File: src/rtl/arb_defs.vh
// Arbiter constants shared by the rr_arbiter8 slice: requester count, index width, state codes.
`ifndef ARB_DEFS_VH
`define ARB_DEFS_VH
localparam int   N_REQ    = 8;
localparam int   ID_W     = 3;
localparam logic ST_IDLE  = 1'b0;
localparam logic ST_GRANT = 1'b1;
`endif

File: src/rtl/rr_arbiter8_pkg.sv
// Types and helpers for the 8-way round-robin arbiter.
package rr_arbiter8_pkg;
    `include "arb_defs.vh"

    typedef enum logic {
        IDLE  = ST_IDLE,
        GRANT = ST_GRANT
    } state_t;

    function automatic logic [N_REQ-1:0] onehot(input logic [ID_W-1:0] id);
        return N_REQ'(1) << id;
    endfunction
endpackage

File: src/rtl/or8way_gate.sv
// Gate-library 8-input OR reduction.
module or8way_gate (
    input  logic [7:0] a,
    output logic       y
);
    assign y = |a;
endmodule

File: src/rtl/rr_pick8.sv
// Combinational round-robin picker: first set bit of req at or after start, wrapping 7->0.
module rr_pick8
    import rr_arbiter8_pkg::*;
(
    input  logic [N_REQ-1:0] req,
    input  logic [ID_W-1:0]  start,
    output logic             found,
    output logic [ID_W-1:0]  idx
);
    logic [2*N_REQ-1:0] dbl;
    logic [N_REQ-1:0]   rot;
    logic [ID_W-1:0]    pos;

    // Rotate so that bit 0 of rot is req[start], then priority-encode the lowest set bit.
    assign dbl = {req, req} >> start;
    assign rot = dbl[N_REQ-1:0];

    always_comb begin
        // NOTE: default first so every path assigns pos and no latch is inferred.
        pos = '0;
        for (int i = N_REQ - 1; i >= 0; i--) begin
            if (rot[i]) pos = ID_W'(i);
        end
    end

    assign found = |rot;
    assign idx   = start + pos;
endmodule

File: src/rtl/rr_arbiter8.sv
// Round-robin arbiter for 8 requesters with registered one-hot grant and optional hold budget.
module rr_arbiter8
    import rr_arbiter8_pkg::*;
#(
    parameter int MAX_HOLD = 4,
    parameter int CNT_W    = 3
) (
    input  logic             clk,
    input  logic             rst_n,
    input  logic [N_REQ-1:0] req,
    output logic [N_REQ-1:0] grant,
    output logic             grant_valid,
    output logic [ID_W-1:0]  grant_id,
    output logic             any_req
);
    localparam bit               PREEMPT   = (MAX_HOLD != 0);
    localparam logic [CNT_W-1:0] HOLD_LAST = CNT_W'((MAX_HOLD == 0) ? 0 : MAX_HOLD - 1);

    state_t            state;
    logic [ID_W-1:0]   last_id;
    logic [CNT_W-1:0]  hold_cnt;
    logic [ID_W-1:0]   start;
    logic [N_REQ-1:0]  others;
    logic              a_found, b_found;
    logic [ID_W-1:0]   a_idx, b_idx;
    logic              expired;

    or8way_gate u_any (.a(req), .y(any_req));

    // While granting, last_id equals the holder, so one start index serves both pickers.
    assign start   = last_id + ID_W'(1);
    assign others  = req & ~onehot(grant_id);
    assign expired = PREEMPT && (hold_cnt == HOLD_LAST);

    rr_pick8 u_pick_all (.req(req),    .start(start), .found(a_found), .idx(a_idx));
    rr_pick8 u_pick_oth (.req(others), .start(start), .found(b_found), .idx(b_idx));

    // NOTE: state registers use non-blocking assignments so every reader sees pre-edge values.
    always_ff @(posedge clk) begin
        if (!rst_n) begin
            state       <= IDLE;
            grant       <= '0;
            grant_valid <= 1'b0;
            grant_id    <= '0;
            last_id     <= ID_W'(N_REQ - 1);
            hold_cnt    <= '0;
        end else begin
            case (state)
                IDLE: begin
                    if (a_found) begin
                        state       <= GRANT;
                        grant       <= onehot(a_idx);
                        grant_valid <= 1'b1;
                        grant_id    <= a_idx;
                        last_id     <= a_idx;
                        hold_cnt    <= '0;
                    end
                end
                GRANT: begin
                    if (!req[grant_id]) begin
                        hold_cnt <= '0;
                        if (a_found) begin
                            grant    <= onehot(a_idx);
                            grant_id <= a_idx;
                            last_id  <= a_idx;
                        end else begin
                            state       <= IDLE;
                            grant       <= '0;
                            grant_valid <= 1'b0;
                            grant_id    <= '0;
                        end
                    end else if (expired) begin
                        // A lone holder simply restarts its budget without losing the grant.
                        hold_cnt <= '0;
                        if (b_found) begin
                            grant    <= onehot(b_idx);
                            grant_id <= b_idx;
                            last_id  <= b_idx;
                        end
                    end else if (hold_cnt != '1) begin
                        hold_cnt <= hold_cnt + CNT_W'(1);
                    end
                end
                default: state <= IDLE;
            endcase
        end
    end

    a_onehot: assert property (@(posedge clk) disable iff (!rst_n) $onehot0(grant));
    a_valid:  assert property (@(posedge clk) disable iff (!rst_n) grant_valid == (|grant));
    a_id:     assert property (@(posedge clk) disable iff (!rst_n)
                               grant_valid |-> grant == onehot(grant_id));
endmodule

File: config.mk
export PLATFORM = sky130hd
export DESIGN_NAME = rr_arbiter8
export DESIGN_NICKNAME = d
export VERILOG_FILES = /design/src/rtl/rr_arbiter8_pkg.sv /design/src/rtl/or8way_gate.sv /design/src/rtl/rr_pick8.sv /design/src/rtl/rr_arbiter8.sv
export VERILOG_INCLUDE_DIRS = /design/src /design/src/rtl
export SDC_FILE = /design/constraint.sdc
export NUM_CORES = 1
export LEC_CHECK = 0
export ABC_AREA = 1
export CAP_MARGIN = 20
export CORE_ASPECT_RATIO = 0.9
export CORE_UTILIZATION = 60
export DETAILED_ROUTE_END_ITERATION = 10
export PLACE_DENSITY = 0.83
export SYNTH_ARGS = -nofsm -noshare
export SYNTH_HDL_FRONTEND = slang
export SYNTH_SLANG_ARGS = --single-unit
File: constraint.sdc
create_clock -name clk -period 4.85 [get_ports clk]
set_input_delay 0.485 -clock clk [delete_from_list [all_inputs] [get_ports clk]]
set_output_delay 0.485 -clock clk [all_outputs]
set_load 0.02 [all_outputs]
**After elaboration in Yosys (flattened, before gate mapping)**

Index checks and enable logic that the tools add are counted.

- Bits in latches: 0
- Memories: 0
- Logic and storage cells: 79
- Bits in writable memories: 0
- Input port bits: 10
- Flip-flop bits (word level): 19
- Bits in read-only memories: 0

- Equal/unequal tests: 8
- $add $sub $neg: 4
- Divide/modulo/power cells: 0
- Shifts and indexed selects: 5
- Bitwise gates (word level): 3
- Magnitude comparators: 1
- Reductions and logical operators: 7
- $mul: 0
- Multiplexer cells: 45

Operator list:

| operator | number |
|---|---|
| $mux W3 | 27 |
| $mux W8 | 5 |
| $shr A16 B3 Y8 | 2 |
| $reduce_or A8 Y1 | 3 |
| $shl A1 B3 Y8 const A | 3 |
| $pmux W3 S2 | 3 |
| $pmux W8 S2 | 1 |
| $ne A3 B3 Y1 const B | 3 |
| $and A8 B8 Y8 | 1 |
| $not A8 Y8 | 1 |
| $add A3 B1 Y3 const B | 2 |
| $add A3 B3 Y3 | 2 |
| $mux W1 | 6 |
| $ne A2 B2 Y1 const B | 3 |
| $reduce_and A3 Y1 | 2 |
| $lt A3 B4 Y1 const B | 1 |
| $ne A4 B3 Y1 const B | 1 |
| $pmux W1 S2 | 2 |
| $reduce_and A2 Y1 | 2 |
| $bmux W1 S3 | 1 |
| $eq A3 B2 Y1 const B | 1 |
| $not A1 Y1 | 1 |

**Longest topological paths before layout**

Gate-level depths: netlist of the first run.

- Depth in word-level cells: 18
- Gate-level depth with buffers: 24
- Depth with buffers taken out: 23

**By module**

From an unflattened synthesis of the first run, not the netlist that was laid out.

- Cell total of the unflattened synthesis: 471
- Area, all modules: 2777.7 µm²

Modules (own cells, without submodules):

| module | cells each | times used | area each (µm²) |
|---|---|---|---|
| rr_arbiter8 | 264 | 1 | 1522.7 |
| rr_pick8 | 96 | 2 | 599.3 |
| or8way_gate | 15 | 1 | 56.3 |

**Worst setup path before layout of the first run**

OpenSTA, ideal clock, no wires.

- Path kind: flip-flop to flip-flop
- Start: register last_id[0]
- End: register grant[0]
- Arrival time: 3.139 ns
- Cell stages (with the launch flop): 25
- Path buffers: 2
- Clock period less this slack: 3.248 ns
- Slack: 1.602 ns
- Path through: dfxtp_1 ha_1 buf_2 inv_4 buf_6 nand2_1 nand3_1 o21ai_2 inv_1 a21oi_1 o21ai_0 nand2_1 a21boi_0 ha_1 inv_1 fa_1 xnor2_1 nand3b_4 nand2_8 o21ai_4 nor2_2 nor2_1 nand2_1 nand2_1 inv_1

- Longest elaborated chain between the ends: 16
- Elaborated cells on any way between the ends: 34
- Those cells by class: add/sub (3); eq/ne (2); shift (4); mux (22); reduce/logical (3)

RTL lines:

| what | RTL line | source |
|---|---|---|
| from (decl) | rr_arbiter8.sv:20 | `logic [ID_W-1:0] last_id;` |
| from (signal assigned) | rr_arbiter8.sv:45 | `last_id <= ID_W'(N_REQ - 1);` |
| from (signal assigned) | rr_arbiter8.sv:55 | `last_id <= a_idx;` |
| from (signal assigned) | rr_arbiter8.sv:65 | `last_id <= a_idx;` |
| $add A3 B1 Y3 (*) | rr_arbiter8.sv:31 | `assign start = last_id + ID_W'(1);` |
| $shr A16 B3 Y8 | rr_pick8.sv:15 | `assign dbl = {req, req} >> start;` |
| $mux W3 (8 in a row) | rr_pick8.sv:22 | `if (rot[i]) pos = ID_W'(i);` |
| $add A3 B3 Y3 | rr_pick8.sv:27 | `assign idx = start + pos;` |
| $shl A1 B3 Y8 | rr_arbiter8_pkg.sv:11 | `return N_REQ'(1) << id;` |
| $mux W8 | rr_arbiter8.sv:75 | `if (b_found) begin` |
| $mux W8 | rr_arbiter8.sv:72 | `end else if (expired) begin` |
| $mux W8 | rr_arbiter8.sv:60 | `if (!req[grant_id]) begin` |
| $pmux W8 S2 | rr_arbiter8.sv:48 | `case (state)` |
| to (signal assigned) | rr_arbiter8.sv:52 | `grant <= onehot(a_idx);` |
| to (signal assigned) | rr_arbiter8.sv:63 | `grant <= onehot(a_idx);` |
| to (signal assigned) | rr_arbiter8.sv:76 | `grant <= onehot(b_idx);` |
| to (decl) | rr_arbiter8.sv:11 | `output logic [N_REQ-1:0] grant,` |

Mark *: on every way between the ends. The rest lies on a longest branch, timed or not. The select of a mux whose other input is x is not followed.
A chain may end at the register's enable or synchronous reset.

**Worst setup path after layout of the first run**

- Start: register last_id[0]
- End: register grant[3]

The elaborated chain is that of the path after synthesis.

==> results of run 1 <==
[cell families after synthesis]
group,after synthesis
xor gates and xnor gates,2
DFF,19
buffers and inverters,61
AOI/OAI and AO/OA,59
and+or+nand+nor,253
adders and majority gates,6
[layer usage]
layer | track usage (%) | wire length [um] | share of wire [%] | up-vias
met2 | 43.8 | 2590 | 43 | 124
li1 | - | - | - | 1344
met3 | 4.48 | 548 | 9.0 | 12
met5 | 0 | 0 | 0 | -
met4 | 6.50 | 77 | 1.3 | 0
met1 | 43.3 | 2860 | 47 | 1177
[cells in the final DEF (no fill, tap or decap), types with 3 or more instances in the layout]
master / count
nor2_1: 27
o22ai_1: 5
nor2_2: 6
o21ai_1: 4
o21ai_2: 9
nand2_2: 12
a21oi_1: 10
inv_1: 38
dfxtp_1: 19
inv_2: 4
nand2_1: 115
a21oi_2: 10
clkdlybuf4s50_1: 22
nand3_1: 61
nor3_1: 3
nand4_1: 10
nand2_4: 4
nor2_4: 3
ha_1: 4
o21ai_0: 14
nand3_2: 5
clkbuf_8: 3
[stage by stage]
| step | util, % | setup WS (ns) | cells | hold WS, ns |
|---|---|---|---|---|
| after floorplan | - | 1.60 | 400 | 0.442 |
| after detailed placement | 68.7 | 0.954 | 455 | 0.463 |
| after global placement | 68.7 | 1.06 | 455 | 0.459 |
| after global routing | 69.9 | 0.520 | 459 | 0.517 |
| final | 69.9 | 0.924 | 459 | 0.468 |
| after CTS | 69.9 | 0.929 | 459 | 0.474 |
[worst reg2reg max path, stage by stage, from the launching register on]
cell and delay (ns):
dfxtp_1 0.30, buf_4 0.22, ha_1 0.63, inv_4 0.20, nand2_1 0.11, nand2_1 0.07
o21ai_2 0.18, a21oi_1 0.09, o21ai_0 0.15, nand2_1 0.06, a21boi_0 0.16, ha_1 0.16
inv_1 0.05, fa_1 0.37, xnor2_1 0.33, nand3b_4 0.27, nand2_8 0.08, o21ai_4 0.10
nor2_2 0.04, nor2_1 0.10, nand2_1 0.07, nand2_1 0.05, inv_1 0.03
[layout make-up]
| type | instances | area, um^2 |
|---|---|---|
| well taps | 46 | 57.6 |
| clock inverters | 1 | 5.00 |
| repair buffers | 24 | 235 |
| clock buffers | 3 | 41.3 |
| inverters | 46 | 185 |
| flip-flops and latches | 19 | 380 |
| fillers | 362 | 1160 |
| multi-input cells | 320 | 1790 |
[final timing paths]
path | endpoint | slack, ns | cells after the start
max reg2reg | grant[3]$_SDFFE_PN0P_ | 0.92 | 22
min reg2reg | hold_cnt[2]$_SDFFE_PN0P_ | 0.47 | 2
max | grant[3]$_SDFFE_PN0P_ | 0.92 | 22
min | hold_cnt[2]$_SDFFE_PN0P_ | 0.47 | 2
[sequential cells by signal, summed over array words and instances, names as in the netlist]
signal and count:
grant_valid 1, state 1, last_id 3, hold_cnt 3, grant_id 3, grant 8
==> out/results.ini, run 1 <==
[setup_path]
cp.buffers_inverters=4
critical-path-top-delay-family=adder cells
end_kind=flip-flop
worstSetupPathType=reg -> reg
crit_slowest_cell=ha_1
arrival_ns=4.09
crit_path_cell_trace=buf_4 > ha_1 > inv_4 > nand2_1 > nand2_1 > o21ai_2 > a21oi_1 > o21ai_0 > nand2_1 > a21boi_0 > ha_1 > inv_1 > fa_1 > xnor2_1 > nand3b_4 > nand2_8 > o21ai_4 > nor2_2 > nor2_1 > nand2_1 > nand2_1 > inv_1
critPathMaxStageDelay_ns=0.62
r2r_start=last_id[0]$_SDFFE_PN1P_
cp_max_fo=27
startpoint=last_id[0]$_SDFFE_PN1P_
cpMostUsedCell=nand2_1
critPathLaunchType=flip-flop
required_ns=5.01

[cts]
post_cts_buffers=0
root_buffer=clkbuf_8
htree_num_levels=1
ctsResizeCount=0
cts.reportedPaths.clkPinSlew_ns=0.08
clock_latency_ns=0.26
clock-sinks=19
cts_buffer_depth=2
cts_buffers=3
cts_tree=done
hold_buffers=0

[route]
wl_mm=6.08
dr.pass1.iters=10
ant_nets=0
drt_iter0_drc=309
drc=0
via_count=2657
viasPerCell=5.79
wl_per_cell_um=13.2

[placement]
gp_congestion=0.947
placed_cell_area_um2=2650
port_buffers=22
dp_hpwl_mm=4.75

[global_route]
grt_antenna_before_repair=0
grt_remaining_overflow=0
grt_pass1_wl_mm=10.6
grt.total_usage_pct=29.1
grt_max_degree=28
grt_pass1_vias=2348

[yosys]
ys_ff_latch=19
ys_types=41
synth.avg_cell_area_um2=6.27
yosysSeqAreaShare_pct=15.2
synth_top_area_cell=nand2_1
async_flop_share_pct=0
synth_common_cells=nand2_1 (115), nand3_1 (61), inv_1 (38)
syn-cell-area_um2=2510
yosys_most_used_dff=dfxtp_1
synth_top_family_by_area=simple AND/OR/NAND/NOR gates
synthSimpleGateAreaFrac_pct=50.7
syn-num-nets=416
synth.most_common_cell=nand2_1
synth.area.top_cells=nand2_1 (17%), dfxtp_1 (15%), nand3_1 (12%)
yosysTopAreaCellShare_pct=17.2
synth-compound-area-share_pct=16.5
synthAdderAreaFrac_pct=3.59
synth_xor_area_share_pct=0.699
synth_edf_count=0
syn_inst=400
synth_mux_area_share_pct=0
synth_warnings=0

[final_layout]
finalInstanceArea_um2=2700
antenna_cells=0
drive_gt1_share_pct=17.2
area_growth_pct=7.63
layout.nets=430

[floorplan]
dieArea_um2=4440
ios=23
core_area_um2=3860
die_w_um=70.1
rows=21
chipHeight_um=63.3
initial_core_util_pct=64.9

[timing]
hold_violations=0
setup_viol_count_final=0
maxSlewViolCount=0
fmax_ghz=0.255
skew_ns=0.00563
slew_headroom_pct=61.2
worst_pin_slew_ns=0.581
fin_crit_sh_pct=80.9
tns_ns=0
rsz0062_at_grt=false
min_period_ns=3.93

[hold_path]
min_path_type=reg -> reg
worstHoldStart=hold_cnt[2]$_SDFFE_PN0P_

[run_status]
status=complete, no violations

[run]
maxCapViolations=0

Power of run 1 is not shown: default switching activity piles up to over one toggle a cycle in this logic, so the estimate is an artifact.
==> run 2: changes to the inputs <==
- CORE_UTILIZATION: 60 -> 53
- PLACE_DENSITY: 0.83 -> 0.77
- clock period: 4.85 -> 3.2 ns (I/O delays scaled with it)
==> out/results.ini, run 2 (same netlist as run 1, synthesis figures left out) <==
[route]
wl_mm=7.47  ; +23%
dr.pass1.iters=6  ; -4
drc=0  ; unchanged
ant_nets=0  ; unchanged
drt_iter0_drc=219  ; -29%
wl_per_cell_um=13.9  ; +5.0%
via_count=2948  ; +11%
viasPerCell=5.49  ; -5.2%

[timing]
tns_ns=0  ; unchanged
maxSlewViolCount=0  ; unchanged
rsz0062_at_grt=true
min_period_ns=3.14  ; -0.784 ns
slew_headroom_pct=58.1  ; -3.1 points
fin_crit_sh_pct=98.2  ; +17 points
hold_violations=0  ; unchanged
fmax_ghz=0.318  ; +25%
skew_ns=0.0136  ; +0.00797 ns
worst_pin_slew_ns=0.628  ; +0.0467 ns
setup_viol_count_final=0  ; unchanged

[global_route]
grt_max_degree=27  ; -3.6%
grt_pass1_vias=2568  ; +9.4%
grt_pass1_wl_mm=11.6  ; +9.5%
grt_antenna_before_repair=0  ; unchanged
grt_remaining_overflow=0  ; unchanged
grt.total_usage_pct=29.6  ; +0.55 points

[cts]
root_buffer=clkbuf_8
htree_num_levels=1  ; unchanged
cts_buffers=3  ; unchanged
hold_buffers=0  ; unchanged
cts_tree=done
cts_buffer_depth=2  ; unchanged
cts.reportedPaths.clkPinSlew_ns=0.09  ; about the same
clock-sinks=19  ; unchanged
clock_latency_ns=0.27  ; about the same

[run_status]
status=complete, no violations

[hold_path]
min_path_type=reg -> reg
min_path_cells=2  ; unchanged
hold_end=hold_cnt[1]$_SDFFE_PN0P_
worstHoldStart=hold_cnt[1]$_SDFFE_PN0P_

[floorplan]
initial_core_util_pct=55.9  ; -9.1 points
die_w_um=74.5  ; +6.2%
dieArea_um2=5010  ; +13%
rows=23  ; +9.5%
chipHeight_um=67.3  ; +6.2%
ios=23  ; unchanged
core_area_um2=4490  ; +16%

[final_layout]
final_common_cell=nand2_1
area_growth_pct=34.2
mostFrequentLayoutCells=nand2_1 (113), nand3_1 (57), buf_4 (56), inv_1 (37), nor2_1 (25)
layout.nets=492  ; +14%
drive_gt1_share_pct=32.0  ; +15 points
largest_reg_flops=8  ; unchanged
antenna_cells=0  ; unchanged
regMostFlops=grant

[setup_path]
cpMostUsedCell=nand2_1
critPathMaxStageDelay_ns=0.36  ; -0.26 ns
crit_path_cell_trace=buf_12 > inv_6 > nand3_1 > nand2_1 > nand2_1 > nand3_1 > nand2_1 > o21ai_1 > nand2_1 > nand2_1 > nand2_1 > a21boi_2 > ha_2 > inv_1 > fa_2 > xnor2_2 > nand2_1 > nand4_1 > nand2_1 > nand2_2 > a21oi_2
r2r_start=last_id[0]$_SDFFE_PN1P_
end_kind=flip-flop
arrival_ns=3.36  ; -0.73 ns
crit_slowest_cell=dfxtp_4
worstSetupPathType=reg -> reg
rr_endpoint=grant[6]$_SDFFE_PN0P_
required_ns=3.41  ; -1.60 ns
cp_max_fo=26  ; -3.7%
critPathLaunchType=flip-flop
reg2reg_depth=21  ; -4.5%
ff2ff_setup_slack_ns=0.06  ; -0.87 ns

[placement]
port_buffers=22  ; unchanged
dp_hpwl_mm=5.47  ; +15%
gp_congestion=0.931  ; -1.7%

[run]
maxCapViolations=0  ; unchanged

[run 2: worst max-delay path by stage]
stage / from / to / slack [ns] / cells past startpoint
2_1_floorplan: last_id[0]$_SDFFE_PN1P_ / grant[0]$_SDFFE_PN0P_ / 0.009 / 24
3_3_place_gp: req[0] / last_id[2]$_SDFFE_PN1P_ / -0.30 / 22
3_5_place_dp: req[7] / grant[6]$_SDFFE_PN0P_ / -0.42 / 22
4_1_cts: last_id[1]$_SDFFE_PN1P_ / grant[6]$_SDFFE_PN0P_ / 0.003 / 22
5_1_grt: last_id[0]$_SDFFE_PN1P_ / grant[6]$_SDFFE_PN0P_ / -0.14 / 22
6_report: last_id[0]$_SDFFE_PN1P_ / grant[6]$_SDFFE_PN0P_ / 0.06 / 21
[run 2: layer usage]
| layer | GRT usage [%] | share of wire [%] | up-vias |
|---|---|---|---|
| met3 | 4.33 | 5.0 | 23 |
| met2 | 50.8 | 48 | 90 |
| met4 | 5.66 | 1.5 | 0 |
| li1 | - | - | 1466 |
| met1 | 39.5 | 46 | 1369 |
| met5 | 0 | 0 | - |
[run 2: timing repair]
action / in CTS / in global routing
pin swaps: 1 / 9
cloned: 0 / 1
setup endpoints to repair: 10 / 12
buffers inserted: 2 / 6
resized for setup: 8 / 39
[run 2: through the flow]
step                worst slack, ns  util (%)  cells  area [um^2]  hold slack, ns
floorplan                   0.00946         -    400         2510           0.442
global placement             -0.295      68.6    524         3080           0.455
detailed placement           -0.423      68.6    524         3080           0.462
CTS                         0.00273      70.7    530         3180           0.473
global route                 -0.140      75.0    537         3370           0.520
finish                       0.0585      75.0    537         3370           0.471
[run 2: critical path: cells and delay by family (launching register included)]
family	cells	cell delay, ns
buffers and inverters	3	0.31
and+or+nand+nor	12	1.33
DFF	1	0.36
adders and majority gates	2	0.53
AOI/OAI and AO/OA	3	0.39
xor gates and xnor gates	1	0.16
[run 2: cell type report]
class / instances / area [um^2]
clock inverters: 1 / 7.51
repair buffers: 86 / 778
inverters: 46 / 195
well taps: 62 / 77.6
flip-flops and latches: 19 / 387
fillers: 344 / 1120
multi-input cells: 320 / 1880
clock buffers: 3 / 41.3
Power of run 2 is left out for the same reason.
